$ cat src/rtl/uc_pkg.sv
// Shared types and helpers for the unit clause arbiter: literal encoding,
// variable-space sizes and the arbiter state enum.
package uc_pkg;

    localparam int unsigned DATA_LEN = 512;
    localparam int unsigned LIT_W    = $clog2(DATA_LEN);
    localparam int unsigned NUM_VAR  = DATA_LEN / 2;
    localparam int unsigned VAR_W    = LIT_W - 1;
    localparam int unsigned CNT_W    = $clog2(NUM_VAR) + 1;

    typedef logic [LIT_W-1:0] lit_t;
    typedef logic [VAR_W-1:0] var_t;

    typedef enum logic [1:0] {
        IDLE,
        RUN,
        CONFLICT
    } state_t;

    // Literal layout: bit0 = negated, upper bits = variable index.
    function automatic var_t lit_var(input lit_t lit);
        return lit[LIT_W-1:1];
    endfunction

    function automatic logic lit_neg(input lit_t lit);
        return lit[0];
    endfunction

endpackage

$ cat src/rtl/uc_arbiter_rr_arbiter.sv
// Round-robin arbiter: grants the first requester at or after its pointer
// and moves the pointer just past the winner whenever a grant is issued.
module rr_arbiter #(
    parameter int unsigned N = 4
) (
    input  logic         clk,
    input  logic         rst,
    input  logic         clr,
    input  logic         en,
    input  logic [N-1:0] req,
    output logic [N-1:0] grant
);

    localparam int unsigned PTR_W = (N > 1) ? $clog2(N) : 1;

    logic [PTR_W-1:0] ptr;
    logic [PTR_W-1:0] ptr_nxt;
    logic             found;

    // Scan from the pointer with wraparound; the first hit wins.
    always_comb begin
        grant   = '0;
        ptr_nxt = ptr;
        found   = 1'b0;
        for (int unsigned k = 0; k < N; k++) begin
            if (!found && en && req[PTR_W'((32'(ptr) + k) % N)]) begin
                grant[PTR_W'((32'(ptr) + k) % N)] = 1'b1;
                ptr_nxt = PTR_W'((32'(ptr) + k + 1) % N);
                found   = 1'b1;
            end
        end
    end

    always_ff @(posedge clk) begin
        if (rst || clr) begin
            ptr <= '0;
        end else if (found) begin
            ptr <= ptr_nxt;
        end
    end

endmodule

$ cat src/rtl/uc_arbiter.sv
// Unit clause arbiter: accepts one engine literal per cycle, forwards new
// assignments to the unit clause queue, drops duplicates, flags conflicts.
module uc_arbiter
    import uc_pkg::*;
#(
    parameter int unsigned NUM_ENG = 4
) (
    input  logic                     clk,
    input  logic                     rst,
    input  logic                     start,
    input  logic [NUM_ENG-1:0]       eng_uc_valid,
    input  logic [NUM_ENG*LIT_W-1:0] eng_uc_lit,
    output logic [NUM_ENG-1:0]       eng_uc_ready,
    input  logic                     ucq_full,
    output logic                     ucq_push,
    output lit_t                     ucq_data,
    output logic                     conflict,
    output lit_t                     conflict_lit,
    output logic [CNT_W-1:0]         n_assigned
);

    state_t             state;
    logic [NUM_VAR-1:0] asg_map;
    logic [NUM_VAR-1:0] val_map;

    logic [NUM_ENG-1:0] grant;
    lit_t [NUM_ENG:0]   sel_acc;
    lit_t               sel_lit;
    var_t               sel_var;
    logic               sel_neg;
    logic               hit;
    logic               is_asg;
    logic               is_conf;
    logic               arb_en;

    // No grants outside RUN, while the queue is full, or in a start cycle.
    assign arb_en = (state == RUN) && !ucq_full && !start;

    rr_arbiter #(
        .N(NUM_ENG)
    ) u_rr (
        .clk  (clk),
        .rst  (rst),
        .clr  (start),
        .en   (arb_en),
        .req  (eng_uc_valid),
        .grant(grant)
    );

    // One-hot grant selects the winning literal through an OR chain.
    assign sel_acc[0] = '0;
    for (genvar g = 0; g < NUM_ENG; g++) begin : g_sel
        assign sel_acc[g+1] = sel_acc[g] |
                              (grant[g] ? eng_uc_lit[g*LIT_W +: LIT_W] : '0);
    end

    assign sel_lit = sel_acc[NUM_ENG];
    assign sel_var = lit_var(sel_lit);
    assign sel_neg = lit_neg(sel_lit);
    assign hit     = |grant;
    assign is_asg  = asg_map[sel_var];
    assign is_conf = hit && is_asg && (val_map[sel_var] != sel_neg);

    assign eng_uc_ready = grant;
    assign ucq_push     = hit && !is_asg;
    assign ucq_data     = ucq_push ? sel_lit : '0;

    always_ff @(posedge clk) begin
        if (rst) begin
            state        <= IDLE;
            asg_map      <= '0;
            val_map      <= '0;
            n_assigned   <= '0;
            conflict     <= 1'b0;
            conflict_lit <= '0;
        end else if (start) begin
            state        <= RUN;
            asg_map      <= '0;
            val_map      <= '0;
            n_assigned   <= '0;
            conflict     <= 1'b0;
            conflict_lit <= '0;
        end else begin
            case (state)
                RUN: begin
                    if (ucq_push) begin
                        asg_map[sel_var] <= 1'b1;
                        val_map[sel_var] <= sel_neg;
                        if (n_assigned != CNT_W'(NUM_VAR)) begin
                            n_assigned <= n_assigned + CNT_W'(1);
                        end
                    end else if (is_conf) begin
                        conflict     <= 1'b1;
                        conflict_lit <= sel_lit;
                        state        <= CONFLICT;
                    end
                end
                default: begin
                    state <= state;
                end
            endcase
        end
    end

endmodule

$ cat config.mk
export PLATFORM = sky130hd
export DESIGN_NAME = uc_arbiter
export DESIGN_NICKNAME = d
export VERILOG_FILES = /design/src/rtl/uc_pkg.sv /design/src/rtl/uc_arbiter_rr_arbiter.sv /design/src/rtl/uc_arbiter.sv
export SDC_FILE = /design/constraint.sdc
export NUM_CORES = 1
export LEC_CHECK = 0
export ABC_AREA = 1
export BUFFER_PORTS_ARGS = -buffer_cell sky130_fd_sc_hd__clkbuf_2
export CAP_MARGIN = 20
export CORE_ASPECT_RATIO = 1.2
export CORE_MARGIN = 8
export CORE_UTILIZATION = 32
export CTS_CLUSTER_DIAMETER = 150
export DETAILED_ROUTE_END_ITERATION = 6
export GPL_ROUTABILITY_DRIVEN = 0
export PLACE_DENSITY = 0.53
export SETUP_SLACK_MARGIN = 0.4
export SLEW_MARGIN = 20
export SYNTH_ARGS = -nofsm -noshare
export SYNTH_HDL_FRONTEND = slang
export SYNTH_SLANG_ARGS = --single-unit
export TNS_END_PERCENT = 30
$ cat constraint.sdc
create_clock -name clk -period 4.57 [get_ports clk]
set_clock_uncertainty 0.15 [all_clocks]
set_input_delay 0.457 -clock clk [delete_from_list [all_inputs] [get_ports clk]]
set_output_delay 0.457 -clock clk [all_outputs]
set_load 0.05 [all_outputs]
Word-level counts from Yosys, hierarchy flattened
Index checks and enable logic that the tools add are counted.
- flip-flop bits (word level): 534
- input port bits: 44
- output and inout port bits: 33
- $add $sub $neg: 7
- $lt $le $gt $ge: 10
- equality and inequality tests: 4
- multiplexer cells: 44
- bitwise logic cells: 8
- reductions and logical operators: 34
- operator list (operator ; count):
    $bwmux W256 ; 1
    $or A256 B256 Y256 ; 1
    $mux W9 ; 5
    $or A9 B9 Y9 ; 3
    $mux W1 ; 19
    $logic_and A1 B1 Y1 ; 17
    $bmux W1 S8 ; 2
    $mux W4 ; 4
    $lt A2 B3 Y1 const B ; 4
    $or A4 B4 Y4 ; 3
    $add A9 B1 Y9 const B ; 1
    $lt A8 B9 Y1 const B ; 1
    $ne A9 B9 Y1 const B ; 1
    $reduce_and A3 Y1 ; 3
    $add A2 B1 Y2 const B ; 4
    $bmux W1 S2 ; 4
    $demux W1 S2 ; 4
    $demux W1 S8 ; 1
    $ge A2 B1 Y1 const B ; 4
    $ge A8 B1 Y1 const B ; 1
    $mux W2 ; 4
    $logic_not A1 Y1 ; 6
    $add A2 B2 Y2 const B ; 2
    $reduce_and A2 Y1 ; 2
    9 further kinds ; 10

Depth between registers and ports, before layout
- depth in word-level cells: 29
- depth in mapped cells: 34

Hierarchy
A second synthesis with hierarchy kept.
- cells, all modules: 4387
- area, all modules: 28130.7 um^2
- modules (own cells, without submodules) (module ; instances ; cells each ; area an instance (um^2) ; seq. area each (um^2)):
    uc_arbiter ; 1 ; 4308 ; 27612.7 ; 10650.2
    rr_arbiter ; 1 ; 79 ; 518.0 ; 40.0

Worst setup path before layout
No wires, ideal clock.
- path type: register to output
- start point: register u_rr.ptr[1]
- end point: output ucq_data[0]
- arrival time: 3.998 ns
- required time: 3.963 ns
- setup slack: -0.035 ns
- cell stages (with the launch flop): 27
- path through: dfxtp_1 -> inv_1 -> ha_1 -> inv_1 -> nand3_2 -> nand2_2 -> inv_2 -> o21ai_2 -> nand4_1 -> nand2_1 -> buf_2 -> nand2_1 -> nand4_2 -> inv_2 -> nor2_4 -> buf_2 -> nand2_1 -> nand2_1 -> nor2_1 -> nor2_1 -> nor2_1 -> nand2_1 -> nand2_1 -> nand4_1 -> buf_6 -> nand2_4 -> nor2_1
- longest elaborated chain between the ends: 25
- elaborated cells on any way between the ends: 64
- those cells by class: 3 x add/sub; 8 x order compare; 30 x mux; 6 x bitwise; 17 x reduce/logical
- ends and longest elaborated chain (item ; line ; text):
    from (decl) ; uc_arbiter_rr_arbiter.sv:16 ; logic [PTR_W-1:0] ptr;
    from (signal assigned) ; uc_arbiter_rr_arbiter.sv:38 ; ptr <= ptr_nxt;
    parallel branches: the longest is 15 deep, another holds $lt A2 B3 Y1 ; n/a ;
    $mux W4 * ; uc_arbiter_rr_arbiter.sv:26 ; if (!found && en && req[PTR_W'((32'(ptr) + k) % N)]) begin
    via eng_uc_ready[0] ; uc_arbiter.sv:13 ; output logic [NUM_ENG-1:0] eng_uc_ready,
    $mux W9 ; uc_arbiter.sv:54 ; (grant[g] ? eng_uc_lit[g*LIT_W +: LIT_W] : '0);
    $or A9 B9 Y9 (3 in series) ; uc_arbiter.sv:53 ; assign sel_acc[g+1] = sel_acc[g] |
    $bmux W1 S8 ; uc_arbiter.sv:61 ; assign is_asg = asg_map[sel_var];
    $mux W1 (not written as such) ; uc_arbiter.sv:61 ;
    $logic_not A1 Y1 ; uc_arbiter.sv:65 ; assign ucq_push = hit && !is_asg;
    $logic_and A1 B1 Y1 ; uc_arbiter.sv:65 ;
    $mux W9 * ; uc_arbiter.sv:66 ; assign ucq_data = ucq_push ? sel_lit : '0;
    to (decl) ; uc_arbiter.sv:16 ; output lit_t ucq_data,
Mark *: on every way through the listed nets, which the timed path passes. The select of a mux whose other input is x is not followed.

Final worst setup path
- start point: register u_rr.ptr[1]
- end point: output ucq_data[1]
- longest elaborated chain between the ends: 25
- elaborated cells on any way between the ends: 64
- those cells by class: 3 x add/sub; 8 x order compare; 30 x mux; 6 x bitwise; 17 x reduce/logical
- ends and longest elaborated chain (item ; line):
    parallel branches: the longest is 15 deep, another holds $lt A2 B3 Y1 ; n/a
    $mux W4 * ; uc_arbiter_rr_arbiter.sv:26
    $mux W9 ; uc_arbiter.sv:54
    $or A9 B9 Y9 (3 in series) ; uc_arbiter.sv:53
    $bmux W1 S8 ; uc_arbiter.sv:61
    $mux W1 (not written as such) ; uc_arbiter.sv:61
    $logic_not A1 Y1 ; uc_arbiter.sv:65
    $logic_and A1 B1 Y1 ; uc_arbiter.sv:65
    $mux W9 * ; uc_arbiter.sv:66
Every way passes the cells marked *. The select of a mux whose other input is x is not followed.

==> metrics <==
status=finished with violations; failing checks=negative setup slack; CP required=3.96 ns; WL final=103 mm; boundary pin count=77; Post-Synthesis Mean Instance Area=6.26 sq um; Leak=13.0 nW; asr flop ratio synth=0; vias after detailed routing=29,260; clock sink count=534; synth top area cells=dfxtp_1, nand2_1, nor2_1; cell repeated most along the worst path=nand2_1; Crit. End Element=primary output; number of global-route vias before repair=26,642; IO buf count=76; routed length per instance=17.8 microns; fin worst setup slack=-0.622 ns; Max clock buf depth=3; arrival time worst endpoint=4.58 ns; CP max stage cell=dfxtp_2; Starting DRT DRC Count=2,279; Yosys reg bits=534; Max VDD drop=0.298 mV; Total Nets Final=4,629; Synth cell types=37; final worst-path cycle share=1.14; Post-synth top flop=dfxtp_1; slowest stage delay, CP=0.33 ns; post-synthesis cell count=4,454; EDFF count, synth=0; leading cell types in the layout, fill and taps excluded=nand2_1, nor2_1, dfxtp_1; FMAX=193 MHz; Yosys Warn Count=0; antenna violation net count after detailed routing=0; largest net degree at the start of global routing=205; CTS tree=done; post-synth top area share=0.383; Total GRT Usage=0.198; placed instance count=5,587; most common cell after layout, fill and taps aside=nand2_1; DIE WIDTH=286 microns; first-pass GRT wire length=155 mm; worst-margin pin slew=1.03 ns; CP max FO=13; Final Max Slew Viols=0; Core Rows=118; Starting Density=0.323; Final setup viols=231; Pre-antenna DRT Iters=5; worst rel slew slack=0.314; antenna violations before repair=0; Clock Latency Late Sink=0.65 ns; post-synth net total=4,507; Pwr Density=345 nW/um^2; fin crit period=5.19 ns; Hold Path Class=input port to register; core area=86,400 sq um; total CTS buffers=59; # diodes=0; worst setup path category=register to primary output; H-tree levels=2; Die Area=96,900 sq um; Fin. Hold Viols=0; Syn Std Cell Area=27,900 sq um; RSZ-0062 raised after global routing=yes; total global routing overflow=0; r2r setup slk=-0.32 ns; Root Driver=clkbuf_16; dpl hpwl=62.5 mm; DRC=0; share of layout cells above drive strength 1=0.143; post-synth top area cell=dfxtp_1; Tot Pwr=11.9 mW; Final TNS setup=-43.61 ns; sequential fraction of the synthesis area=0.383; vias per cell=5.08; area grow syn2layout=23.8%; startpoint class of the critical path=register; Final Non-Filler Cells=5,759; clk slew on worst S/H paths=0.07 ns; Die Span Y=339 microns; max_cap viols=0
==> synth_stat cells, drive strengths merged (7+ instances only) <==
library cell     n
nand2         1119
nor2          1036
dfxtp          534
inv            319
nand3          299
nand4          282
a21oi          267
o21ai          211
buf            168
clkbuf         160
or2             24
ha               9
nor3             9
xor2             7
==> flip-flops by register name, summed over array words and instances (netlist names) <==
signal and cells:
asg_map 256, conflict_lit 9, n_assigned 9, state 2, u_rr.ptr 2, val_map 256
==> stage by stage <==
step	utilization	hold WS [ns]	area (sq um)	worst slack, ns
4_1_cts	0.390	0.223	33700	-0.461
2_1_floorplan	-	0.280	28000	0.409
6_report	0.400	0.262	34500	-0.622
3_3_place_gp	0.355	0.294	30700	-0.432
3_5_place_dp	0.355	0.299	30700	-0.418
5_1_grt	0.400	0.274	34500	-0.829
==> metal layers <==
layer,global-route usage,share of wire
met5,0,0
met4,0.0617,0.029
met3,0.0250,0.055
met2,0.335,0.47
met1,0.260,0.44
==> worst paths after layout <==
path	start	to	cells past startpoint
worst min register to register	val_map[24]	val_map[24]	2
worst max register to register	u_rr.ptr[1]	val_map[254]	36
worst max-delay path	u_rr.ptr[1]	ucq_data[1]	31
worst min-delay path	start	val_map[223]	6
==> cell families (layout without fill, tap and decap cells) <==
family                     after synthesis  count (layout)  share of synthesized area
xor gates and xnor gates                 7               7                    0.00220
adders and majority gates                9               9                    0.00404
buffers and inverters                  649             813                      0.103
AOI/OAI and AO/OA                      484             484                     0.0875
and+or+nand+nor                       2771            2772                      0.420
DFF                                    534             534                      0.383
==> power by group <==
part	switching (mW)	internal (mW)	total, mW
clock network	2.09	2.96	5.05
logic	1.39	0.830	2.22
registers	0.00239	4.66	4.66
total	3.48	8.45	11.9
==> timing repair <==
item	CTS	global route
pin swaps	18	56
hold buffers	2	0
resized for setup	100	132
setup endpoints to repair	287	304
setup buffers	24	19
gates cloned	12	11
hold endpoints to repair	1	0
==> area by class of cell <==
class                   instances  area, sq um
clock buffers                  86         1780
clock inverters                18          233
fillers                      9241        51800
inverters                     321         1240
multi-input cells            3272        14900
flip-flops and latches        534        10700
well taps                    1140         1430
repair buffers                388         4260
==> critical path, delay by kind of cell, from the launching register on <==
family | cells | cell delay [ns]
simple gates | 19 | 1.81
buf+inv | 9 | 1.19
compound gates | 2 | 0.32
flops | 1 | 0.33
fa+ha+maj | 1 | 0.27
(Power assumes the default switching activity.)
